$ cat src/rtl/space_inv_pkg.sv
// space_inv_pkg: shared types and constants for the alien fire scheduler
package space_inv_pkg;
  typedef enum logic [2:0] {IDLE, COUNT, FIRE, WAIT_LAUNCH, COOLDOWN} fire_state_t;
  localparam int NUM_ALIEN_ROCKETS = 3;
  localparam logic [6:0] RAGE_THRESHOLD = 7'd8;
  localparam logic [7:0] LEVEL_INTERVAL [0:3] = '{8'd60, 8'd45, 8'd30, 8'd20};
  function automatic logic [1:0] popcount3(input logic [NUM_ALIEN_ROCKETS-1:0] v);
    return {1'b0, v[0]} + {1'b0, v[1]} + {1'b0, v[2]};
  endfunction
endpackage

$ cat src/rtl/fire_lfsr8.sv
// fire_lfsr8: 8-bit Fibonacci LFSR (taps 8,6,5,4) with seed and advance enable
module fire_lfsr8 #(
  parameter logic [7:0] SEED     = 8'hA5,
  parameter int          OUT_BITS = 8
) (
  input  logic                clk,
  input  logic                resetN,
  input  logic                en_i,
  output logic [OUT_BITS-1:0] q_o
);
  logic [7:0] lfsr_q;
  // shift left, feedback from taps 8,6,5,4 into bit 0
  always_ff @(posedge clk or negedge resetN)
    if (!resetN) lfsr_q <= SEED;
    else if (en_i) lfsr_q <= {lfsr_q[6:0], lfsr_q[7] ^ lfsr_q[5] ^ lfsr_q[4] ^ lfsr_q[3]};
  assign q_o = lfsr_q[OUT_BITS-1:0];
endmodule

$ cat src/rtl/alien_fire_scheduler.sv
// alien_fire_scheduler: paces alien shots in frames; optional ALIEN_RAGE_EN halves the interval when few aliens remain
module alien_fire_scheduler
  import space_inv_pkg::*;
#(
  parameter logic [7:0] LFSR_SEED       = 8'hA5,
  parameter logic [7:0] COOLDOWN_FRAMES = 8'd90,
  parameter int         LAUNCH_TIMEOUT  = 1023,
  parameter int         JITTER_BITS     = 4
) (
  input  logic                         clk,
  input  logic                         resetN,
  input  logic                         startOfFrame,
  input  logic                         isGameMode,
  input  logic [1:0]                   level,
  input  logic [6:0]                   aliensAlive,
  input  logic [NUM_ALIEN_ROCKETS-1:0] isActiveAliens,
  input  logic                         playerHit,
  output logic                         shootPulse,
  output logic [7:0]                   framesToShot,
  output logic [15:0]                  fireCount
);
  localparam int TW = $clog2(LAUNCH_TIMEOUT + 1);
  fire_state_t      state_q;
  logic [7:0]       fts_q;
  logic             shoot_q;
  logic [15:0]      cnt_q;
  logic [1:0]       snap_q;
  logic [TW-1:0]    tmo_q;
  logic [JITTER_BITS-1:0] jitter;
  logic [7:0]       base_d;
  logic [7:0]       reload_d;
  logic [1:0]       busy_d;
  logic             can_fire_d;
  fire_lfsr8 #(.SEED(LFSR_SEED), .OUT_BITS(JITTER_BITS)) u_lfsr (
    .clk    (clk),
    .resetN (resetN),
    .en_i   (startOfFrame),
    .q_o    (jitter)
  );
`ifdef ALIEN_RAGE_EN
  assign base_d = (aliensAlive != '0 && aliensAlive <= RAGE_THRESHOLD) ? LEVEL_INTERVAL[level] >> 1 : LEVEL_INTERVAL[level];
`else
  assign base_d = LEVEL_INTERVAL[level];
`endif
  assign reload_d   = base_d + 8'(jitter);
  assign busy_d     = popcount3(isActiveAliens);
  assign can_fire_d = aliensAlive != '0 && isActiveAliens != '1;
  // game-mode gate, then player hit, then per-state pacing; all outputs registered
  always_ff @(posedge clk or negedge resetN)
    if (!resetN) begin
      state_q <= IDLE;
      fts_q   <= '0;
      shoot_q <= 1'b0;
      cnt_q   <= '0;
      snap_q  <= '0;
      tmo_q   <= '0;
    end else begin
      shoot_q <= 1'b0;
      if (!isGameMode) begin
        state_q <= IDLE;
        fts_q   <= '0;
      end else if (playerHit && state_q != IDLE) begin
        state_q <= COOLDOWN;
        fts_q   <= COOLDOWN_FRAMES;
      end else begin
        case (state_q)
          IDLE: begin
            fts_q   <= reload_d;
            state_q <= COUNT;
          end
          COUNT:
            if (fts_q == '0 && can_fire_d) begin
              state_q <= FIRE;
              shoot_q <= 1'b1;
            end else if (startOfFrame && fts_q != '0) fts_q <= fts_q - 8'd1;
          FIRE: begin
            snap_q  <= busy_d;
            tmo_q   <= '0;
            state_q <= WAIT_LAUNCH;
          end
          WAIT_LAUNCH:
            if (busy_d > snap_q) begin
              cnt_q   <= cnt_q == 16'hFFFF ? cnt_q : cnt_q + 16'd1;
              fts_q   <= reload_d;
              state_q <= COUNT;
            end else if (tmo_q == TW'(LAUNCH_TIMEOUT - 1)) begin
              fts_q   <= reload_d;
              state_q <= COUNT;
            end else tmo_q <= tmo_q + 1'b1;
          COOLDOWN:
            if (fts_q == '0) begin
              fts_q   <= reload_d;
              state_q <= COUNT;
            end else if (startOfFrame) fts_q <= fts_q - 8'd1;
          default: state_q <= IDLE;
        endcase
      end
    end
  assign shootPulse   = shoot_q;
  assign framesToShot = fts_q;
  assign fireCount    = cnt_q;
endmodule

$ cat config.mk
export PLATFORM = sky130hd
export DESIGN_NAME = alien_fire_scheduler
export DESIGN_NICKNAME = d
export VERILOG_FILES = /design/src/rtl/space_inv_pkg.sv /design/src/rtl/fire_lfsr8.sv /design/src/rtl/alien_fire_scheduler.sv
export SDC_FILE = /design/constraint.sdc
export NUM_CORES = 1
export LEC_CHECK = 0
export CORE_MARGIN = 2
export CORE_UTILIZATION = 45
export CTS_CLUSTER_DIAMETER = 30
export DETAILED_ROUTE_END_ITERATION = 10
export GPL_TIMING_DRIVEN = 0
export PLACE_DENSITY_LB_ADDON = 0.05
export SLEW_MARGIN = 20
export SYNTH_ARGS = -nofsm -noshare
export SYNTH_HDL_FRONTEND = slang
export SYNTH_HIERARCHICAL = 1
export SYNTH_SLANG_ARGS = --single-unit
export TNS_END_PERCENT = 50
$ cat constraint.sdc
create_clock -name clk -period 5.4 [get_ports clk]
set_clock_uncertainty 0.1 [all_clocks]
set_input_delay 0.81 -clock clk [delete_from_list [all_inputs] [get_ports clk]]
set_output_delay 0.81 -clock clk [all_outputs]
set_load 0.01 [all_outputs]
==> impl_summary.log, run 1 <==
[metrics] clock-pin slew reported for the worst setup and hold paths after clock tree synthesis: ~90 ps
[metrics] TritonCTS clock tree: yes
[metrics] sum of negative setup slack: 0 ps
[metrics] routability congestion estimate: 0.847
[metrics] worst endpoint required time: 5540 ps
[metrics] maximum number of pins on one net before global-route repair: 49
[metrics] die outline height: ~87 um
[metrics] final clock period utilization by the worst path: 0.626
[metrics] NumNets Final: 384
[metrics] clock power share: 0.160
[metrics] endpoint kind of the worst setup timing path: flip-flop
[metrics] DRT Wirelength: 6670 um
[metrics] fraction of final layout cells sized beyond drive strength 1: 0.152
[metrics] cell breakdown of the critical path: clkdlybuf4s50_1, inv_1, fa_1, inv_1, ha_1, nor2b_1, o21ai_1, a21oi_1, buf_2, nor4_1, mux2i_1
[metrics] kind of launch point of the worst setup path: input pin
[metrics] antenna diode count: 0
[metrics] hpwl dp: 4840 um
[metrics] switching power: 541 uW
[metrics] Post-synth EDFFs: 0
[metrics] number of cells on the worst reg-to-reg path: 8
[metrics] IR drop worst, VDD: roughly 250 uV
[metrics] Internal Dissipation: 872 uW
[metrics] deepest level of the CTS H-tree: 2
[metrics] commonest non-fill, non-tap cells in the layout: sky130_fd_sc_hd__dfrtp_1 (44), sky130_fd_sc_hd__clkdlybuf4s50_1 (40), sky130_fd_sc_hd__xnor2_1 (18)
[metrics] register share of total power: 0.374
[metrics] CP Depth: 11
[metrics] most used flip-flop cell after synthesis: sky130_fd_sc_hd__dfrtp_1
[metrics] remaining number of nets flagged by the antenna check after routing: 0
[metrics] number of endpoints with negative hold slack in the final report: 0
[metrics] horizontal die dimension: approximately 87 um
[metrics] type of the worst setup path: input pin to flip-flop
[metrics] worst reg2reg endpoint: tmo_q[7]
[metrics] Critical R2R Launch: snap_q[1]
[metrics] global-route usage over all layers: 0.188
[metrics] post-synthesis instance total: 307
[metrics] buffer and inverter count on the worst path: 4
[metrics] kind of cell adding the most delay to the critical path: buffers and inverters
[metrics] register-to-register setup slack: 3080 ps
[metrics] wire per inst: 15.3 um
[metrics] post-detailed-route via-to-cell ratio: 5.71
[metrics] CTS root buf: sky130_fd_sc_hd__clkbuf_8
[metrics] number of buffers inserted for hold repair after clock tree synthesis: 0
[metrics] placeable core area: 0.00672 mm2
[metrics] initial drt markers: 93
[metrics] endpoint of the most critical setup path: tmo_q[7]
[metrics] top cell type's share of synthesized area: 0.358
[metrics] crit path DAT: 3520 ps
[metrics] biggest area consumer among synthesized cells: sky130_fd_sc_hd__dfrtp_1
[metrics] status: completed
[metrics] worst setup timing slack at the placement stage: 1680 ps
[metrics] max_cap viols: 0
[metrics] mean cell area of the mapped netlist: 10.0 um2
[metrics] timing-limited maximum frequency: 0.296 GHz
[metrics] cell type of the slowest stage on the worst timing path: sky130_fd_sc_hd__clkdlybuf4s50_1
[metrics] number of buffers between clock root and the deepest sink: 2
[metrics] Post-Synthesis Net Count: 336
[metrics] # DRC: 0
[metrics] HP Class: flip-flop to flip-flop
[metrics] worst rel slew slack: 0.579
[metrics] core occupancy in the finished layout: 0.548
[metrics] largest cells by area after synthesis: sky130_fd_sc_hd__dfrtp_1 (36%), sky130_fd_sc_hd__xnor2_1 (5.1%), sky130_fd_sc_hd__ha_1 (4.1%)
[metrics] peak per-stage delay on the critical path: 470 ps
[metrics] highest fanout seen on the critical path: 10
[metrics] Pre-Repair DR Iteration Count: 4
[metrics] layout overhead on the synthesized area: 19.5%
[metrics] power share of the combinational group: 0.466
[metrics] synthesis-stage register bit count: between 40 and 50
[metrics] time the worst path needs with I/O delays and setup: 3380 ps
[metrics] distinct cell type count after synthesis: 66
[metrics] overall via count from detail_route: 2488
[metrics] slew at the pin with the worst max-slew slack: 628 ps
[metrics] global-route wire length before repair: 11400 um
[metrics] power density normalized to cell area: between 300 and 400 mW/mm2
[metrics] total standard cell area after synthesis: 0.00308 mm2
[metrics] setup slack after layout: 2020 ps
[metrics] post-synthesis sequential area ratio: 0.392
[metrics] antenna violations before repair: 0
[metrics] total clock buffers created by CTS: 5
[metrics] overall die area: roughly 0.0075 mm2
[metrics] worst-skew pair later-pin latency: 310 ps
[metrics] final setup violating endpoints: 0
[metrics] io pins: 42
[metrics] via count of the first global-routing pass: 2394
[metrics] unrepaired setup endpoints after global routing: no
[metrics] most frequent CP cell: sky130_fd_sc_hd__inv_1
[metrics] Slew Limit Fails: 0
[metrics] # Post-CTS Setup Buffers: 0
[metrics] share of synthesized flip-flops with an asynchronous set or reset: 1.00
[metrics] row count: 30
[metrics] Starting Density: 0.458
[metrics] startpoint of the most critical setup path: isActiveAliens[0]
[metrics] switch share: 0.383
[metrics] Lkg Pwr: 1.52 nW
[metrics] PortBufs: 41
[metrics] total of cells resized after clock tree synthesis: 0
[metrics] clock sink count: 48
[metrics] most common cell after layout, fill and taps aside: sky130_fd_sc_hd__dfrtp_1
[metrics] Ys Warns: 6
[metrics] overflow left after global routing: 0
[state kept, by name, indices dropped and copies added, names as in the netlist]
register	count
fireCount	16
framesToShot	8
shootPulse	1
snap_q	2
state_q	3
tmo_q	10
u_lfsr/lfsr_q	8
[cell type report]
type,instances,area (um2)
Buffer,13,91.3
Fill cell,606,3040
Multi-Input combinational cell,232,1730
Inverter,14,52.6
Sequential cell,48,1210
Clock buffer,7,86.3
Tap cell,80,100
Timing Repair Buffer,41,408
Clock inverter,1,7.51
[Yosys cell counts (8+ instances only)]
library cell	n
sky130_fd_sc_hd__nand2_1	14
sky130_fd_sc_hd__mux2_2	8
sky130_fd_sc_hd__dfrtp_1	44
sky130_fd_sc_hd__xnor2_1	18
sky130_fd_sc_hd__ha_1	10
sky130_fd_sc_hd__nor3_1	8
sky130_fd_sc_hd__o31ai_1	8
sky130_fd_sc_hd__nand3_1	16
sky130_fd_sc_hd__o21ai_0	15
sky130_fd_sc_hd__nor2_1	15
sky130_fd_sc_hd__nand4_1	11
sky130_fd_sc_hd__inv_1	14
sky130_fd_sc_hd__a21oi_1	16
[worst min-delay path by stage]
stage | startpoint | to | slack [ps] | depth (start not counted)
CTS | fireCount[11] | fireCount[11] | 400 | 1
finish | fireCount[11] | fireCount[11] | 390 | 1
detailed placement | snap_q[1] | snap_q[1] | 390 | 2
floorplan | snap_q[1] | snap_q[1] | 350 | 2
global route | snap_q[0] | snap_q[0] | 420 | 2
global placement | snap_q[1] | snap_q[1] | 370 | 2
[metrics by stage]
step           cell area [um2]  power [mW]  hold slack (ps)  std cells
2_1_floorplan             3080        1.01              350        307
3_3_place_gp              3590        1.19              373        428
3_5_place_dp              3590        1.19              386        428
4_1_cts                   3680        1.43              404        436
5_1_grt                   3680        1.52              421        436
6_report                  3680        1.41              394        436
[layer usage]
metal  vias to the layer above  track usage  wire length (um)
met5                         -            0                 0
met1                      1203        0.261              3180
li1                       1227            -                 -
met3                         7       0.0295               248
met4                         0       0.0511                74
met2                        51        0.306              3170
[cell families after synthesis]
group	count (synthesis)	share of synthesized area
buffers and inverters	27	0.0467
muxes	13	0.0459
adders and majority gates	12	0.0536
and+or+nand+nor	119	0.247
xor gates and xnor gates	23	0.0654
DFF	48	0.392
AOI/OAI and AO/OA	65	0.150
[power by group through the flow]
stage	registers [mW]	clock network, mW	logic (mW)
after floorplan	0.527	0	0.481
after detailed placement	0.534	0	0.659
after CTS	0.529	0.237	0.664
after global placement	0.533	0	0.656
final	0.528	0.226	0.658
after global routing	0.543	0.248	0.725
(Power assumes the default switching activity.)
==> run 2, diff against run 1 <==
- clock period: 5.4 -> 3.1 ns (I/O delays scaled with it)
==> impl_summary.log, run 2 (same netlist as run 1, synthesis figures left out) <==
[metrics] core occupancy in the finished layout: 0.548 (about the same)
[metrics] Slew Limit Fails: 0 (unchanged)
[metrics] highest fanout seen on the critical path: 4 (was 10)
[metrics] worst endpoint required time: 3190 ps (was 5540 ps)
[metrics] wire per inst: 15.3 um (about the same)
[metrics] IR drop worst, VDD: 439 uV (was 251 uV)
[metrics] via count of the first global-routing pass: 2394 (unchanged)
[metrics] placeable core area: 0.00672 mm2 (unchanged)
[metrics] overall die area: 0.00752 mm2 (unchanged)
[metrics] Largest register FFs: 16 (unchanged)
[metrics] row count: 30 (unchanged)
[metrics] unrepaired setup endpoints after global routing: no (unchanged)
[metrics] Lkg Pwr: 1.52 nW (about the same)
[metrics] routed length on met1: 3180 um (about the same)
[metrics] overflow left after global routing: 0 (unchanged)
[metrics] number of buffers inserted for hold repair after clock tree synthesis: 0 (unchanged)
[metrics] fraction of final layout cells sized beyond drive strength 1: 0.154 (was 0.152)
[metrics] register share of total power: 0.373 (was 0.374)
[metrics] routed length on met2: 3150 um (was 3170 um)
[metrics] power density normalized to cell area: 670 mW/mm2 (was 384 mW/mm2)
[metrics] final setup violating endpoints: 0 (unchanged)
[metrics] kind of launch point of the worst setup path: input pin (unchanged)
[metrics] overall via count from detail_route: 2485 (was 2488)
[metrics] type of the worst setup path: input pin to flip-flop (unchanged)
[metrics] commonest non-fill, non-tap cells in the layout: sky130_fd_sc_hd__dfrtp_1 (44), sky130_fd_sc_hd__clkdlybuf4s50_1 (40), sky130_fd_sc_hd__xnor2_1 (18) (unchanged)
[metrics] slew at the pin with the worst max-slew slack: 645 ps (was 628 ps)
[metrics] global-route wire length before repair: 11400 um (unchanged)
[metrics] Pre-Repair DR Iteration Count: 4 (unchanged)
[metrics] worst rel slew slack: 0.570 (was 0.579)
[metrics] routed length on met3: 253 um (was 248 um)
[metrics] clock power share: 0.160 (about the same)
[metrics] endpoint kind of the worst setup timing path: flip-flop (unchanged)
[metrics] clock-pin slew reported for the worst setup and hold paths after clock tree synthesis: 90 ps (about the same)
[metrics] # DRC: 0 (unchanged)
[metrics] final clock period utilization by the worst path: 0.951
[metrics] time the worst path needs with I/O delays and setup: 2950 ps
[metrics] post-detailed-route via-to-cell ratio: 5.70 (was 5.71)
[metrics] PortBufs: 41 (unchanged)
[metrics] io pins: 42 (unchanged)
[metrics] routability congestion estimate: 0.847 (unchanged)
[metrics] NumNets Final: 384 (unchanged)
[metrics] remaining number of nets flagged by the antenna check after routing: 0 (unchanged)
[metrics] cell type of the slowest stage on the worst timing path: sky130_fd_sc_hd__o211ai_1 (was sky130_fd_sc_hd__clkdlybuf4s50_1)
[metrics] Starting Density: 0.458 (unchanged)
[metrics] total placed instance area: 0.00359 mm2 (unchanged)
[metrics] worst-skew pair later-pin latency: 310 ps (about the same)
[metrics] deepest level of the CTS H-tree: 2 (unchanged)
[metrics] Internal Dissipation: 1.52 mW (was 872 uW)
[metrics] TritonCTS clock tree: yes (unchanged)
[metrics] hpwl dp: 4840 um (unchanged)
[metrics] crit path DAT: 3040 ps (was 3520 ps)
[metrics] switch share: 0.384 (was 0.383)
[metrics] die outline height: 86.7 um (unchanged)
[metrics] peak per-stage delay on the critical path: 520 ps (was 470 ps)
[metrics] timing-limited maximum frequency: between 0.3 and 0.4 GHz
[metrics] most frequent CP cell: sky130_fd_sc_hd__inv_1 (unchanged)
[metrics] number of fill cells in the layout: 607 (was 606)
[metrics] total clock buffers created by CTS: 5 (unchanged)
[metrics] DRT Wirelength: 6660 um (was 6670 um)
[metrics] number of endpoints with negative hold slack in the final report: 0 (unchanged)
[metrics] post-route cell area: 0.00368 mm2 (about the same)
[metrics] number of buffers between clock root and the deepest sink: 2 (unchanged)
[metrics] DP Cell Count: 428 (unchanged)
[metrics] antenna diode count: 0 (unchanged)
[metrics] switching power: 948 uW (was 541 uW)
[metrics] status: completed (unchanged)
[metrics] most common cell after layout, fill and taps aside: sky130_fd_sc_hd__dfrtp_1 (unchanged)
[metrics] max_cap viols: 0 (unchanged)
[metrics] CTS root buf: sky130_fd_sc_hd__clkbuf_8 (unchanged)
[metrics] HP Class: input pin to async pin (was flip-flop to flip-flop)
[metrics] cell breakdown of the critical path: clkdlybuf4s50_1, inv_1, fa_1, inv_1, ha_1, nor2b_1, o211ai_1, or2_1, nor2_1, mux2_1 (was clkdlybuf4s50_1, inv_1, fa_1, inv_1, ha_1, nor2b_1, o21ai_1, a21oi_1, buf_2, nor4_1, mux2i_1)
[metrics] topmost layer with routed signal wires: met4 (unchanged)
[metrics] horizontal die dimension: 86.7 um (unchanged)
[metrics] layout overhead on the synthesized area: 19.7% (was 19.5%)
[metrics] clock sink count: 48 (unchanged)
[metrics] global-route usage over all layers: 0.188 (unchanged)
[metrics] initial drt markers: 93 (unchanged)
[metrics] number of cells in the finished layout apart from fillers: 436 (unchanged)
[metrics] power share of the combinational group: 0.467 (was 0.466)
[metrics] maximum number of pins on one net before global-route repair: 49 (unchanged)
[metrics] antenna violations before repair: 0 (unchanged)
-- run 2: what timing repair did --
action	4_1_cts	5_1_grt
buffers inserted	0	0
gates resized for setup	0	1
setup endpoints to repair	0	3
-- run 2: power by group through the flow --
stage	clock network [mW]	registers, mW	logic [mW]
floorplan	0	0.918	0.838
global placement	0	0.929	1.14
detailed placement	0	0.930	1.15
CTS	0.414	0.922	1.16
global route	0.433	0.946	1.27
finish	0.395	0.921	1.15
-- run 2: per-stage QoR --
stage               setup slack, ps  total power [mW]  hold WS (ps)  TNS (ps)
floorplan                       546              1.76          69.4         0
global placement               -229              2.07           373     -3390
detailed placement             -272              2.08           386     -1770
CTS                            51.2              2.49          95.2         0
global route                   16.2              2.65           126         0
finish                          150              2.47          69.2         0
-- run 2: worst max-delay path, delay by kind of cell --
family / cells / cell delay, ps
compound gates: 1 / 520
fa+ha+maj: 2 / 660
buf+inv: 3 / 600
mux: 1 / 320
simple gates: 3 / 470
-- run 2: final timing paths --
| check | start | to | slack, ps | cells after the start |
|---|---|---|---|---|
| max in group asynchronous | resetN | framesToShot[5] | 2410 | 1 |
| hold / removal | resetN | tmo_q[7] | 70 | 1 |
| setup reg to reg | framesToShot[0] | framesToShot[7] | 830 | 5 |
| min in group clk | fireCount[11] | fireCount[11] | 390 | 1 |
| setup / recovery | isActiveAliens[0] | fireCount[1] | 150 | 10 |
| hold reg to reg | fireCount[11] | fireCount[11] | 390 | 1 |
-- run 2: metal layers --
| layer | global-route usage | vias up |
|---|---|---|
| li1 | - | 1231 |
| met1 | 0.261 | 1195 |
| met2 | 0.306 | 52 |
| met3 | 0.0295 | 7 |
| met4 | 0.0511 | 0 |
| met5 | 0 | - |
-- run 2: layout make-up --
cell class | count | area, um2 | share of cell area
buffer | 13 | 91.3 | 0.0248
clock buffer | 7 | 86.3 | 0.0234
clock inverter | 1 | 7.51 | 0.00204
inverter | 14 | 52.6 | 0.0143
multi-input combinational | 232 | 1730 | 0.470
sequential | 48 | 1210 | 0.327
tap | 80 | 100 | 0.0272
timing repair buffer | 41 | 408 | 0.111
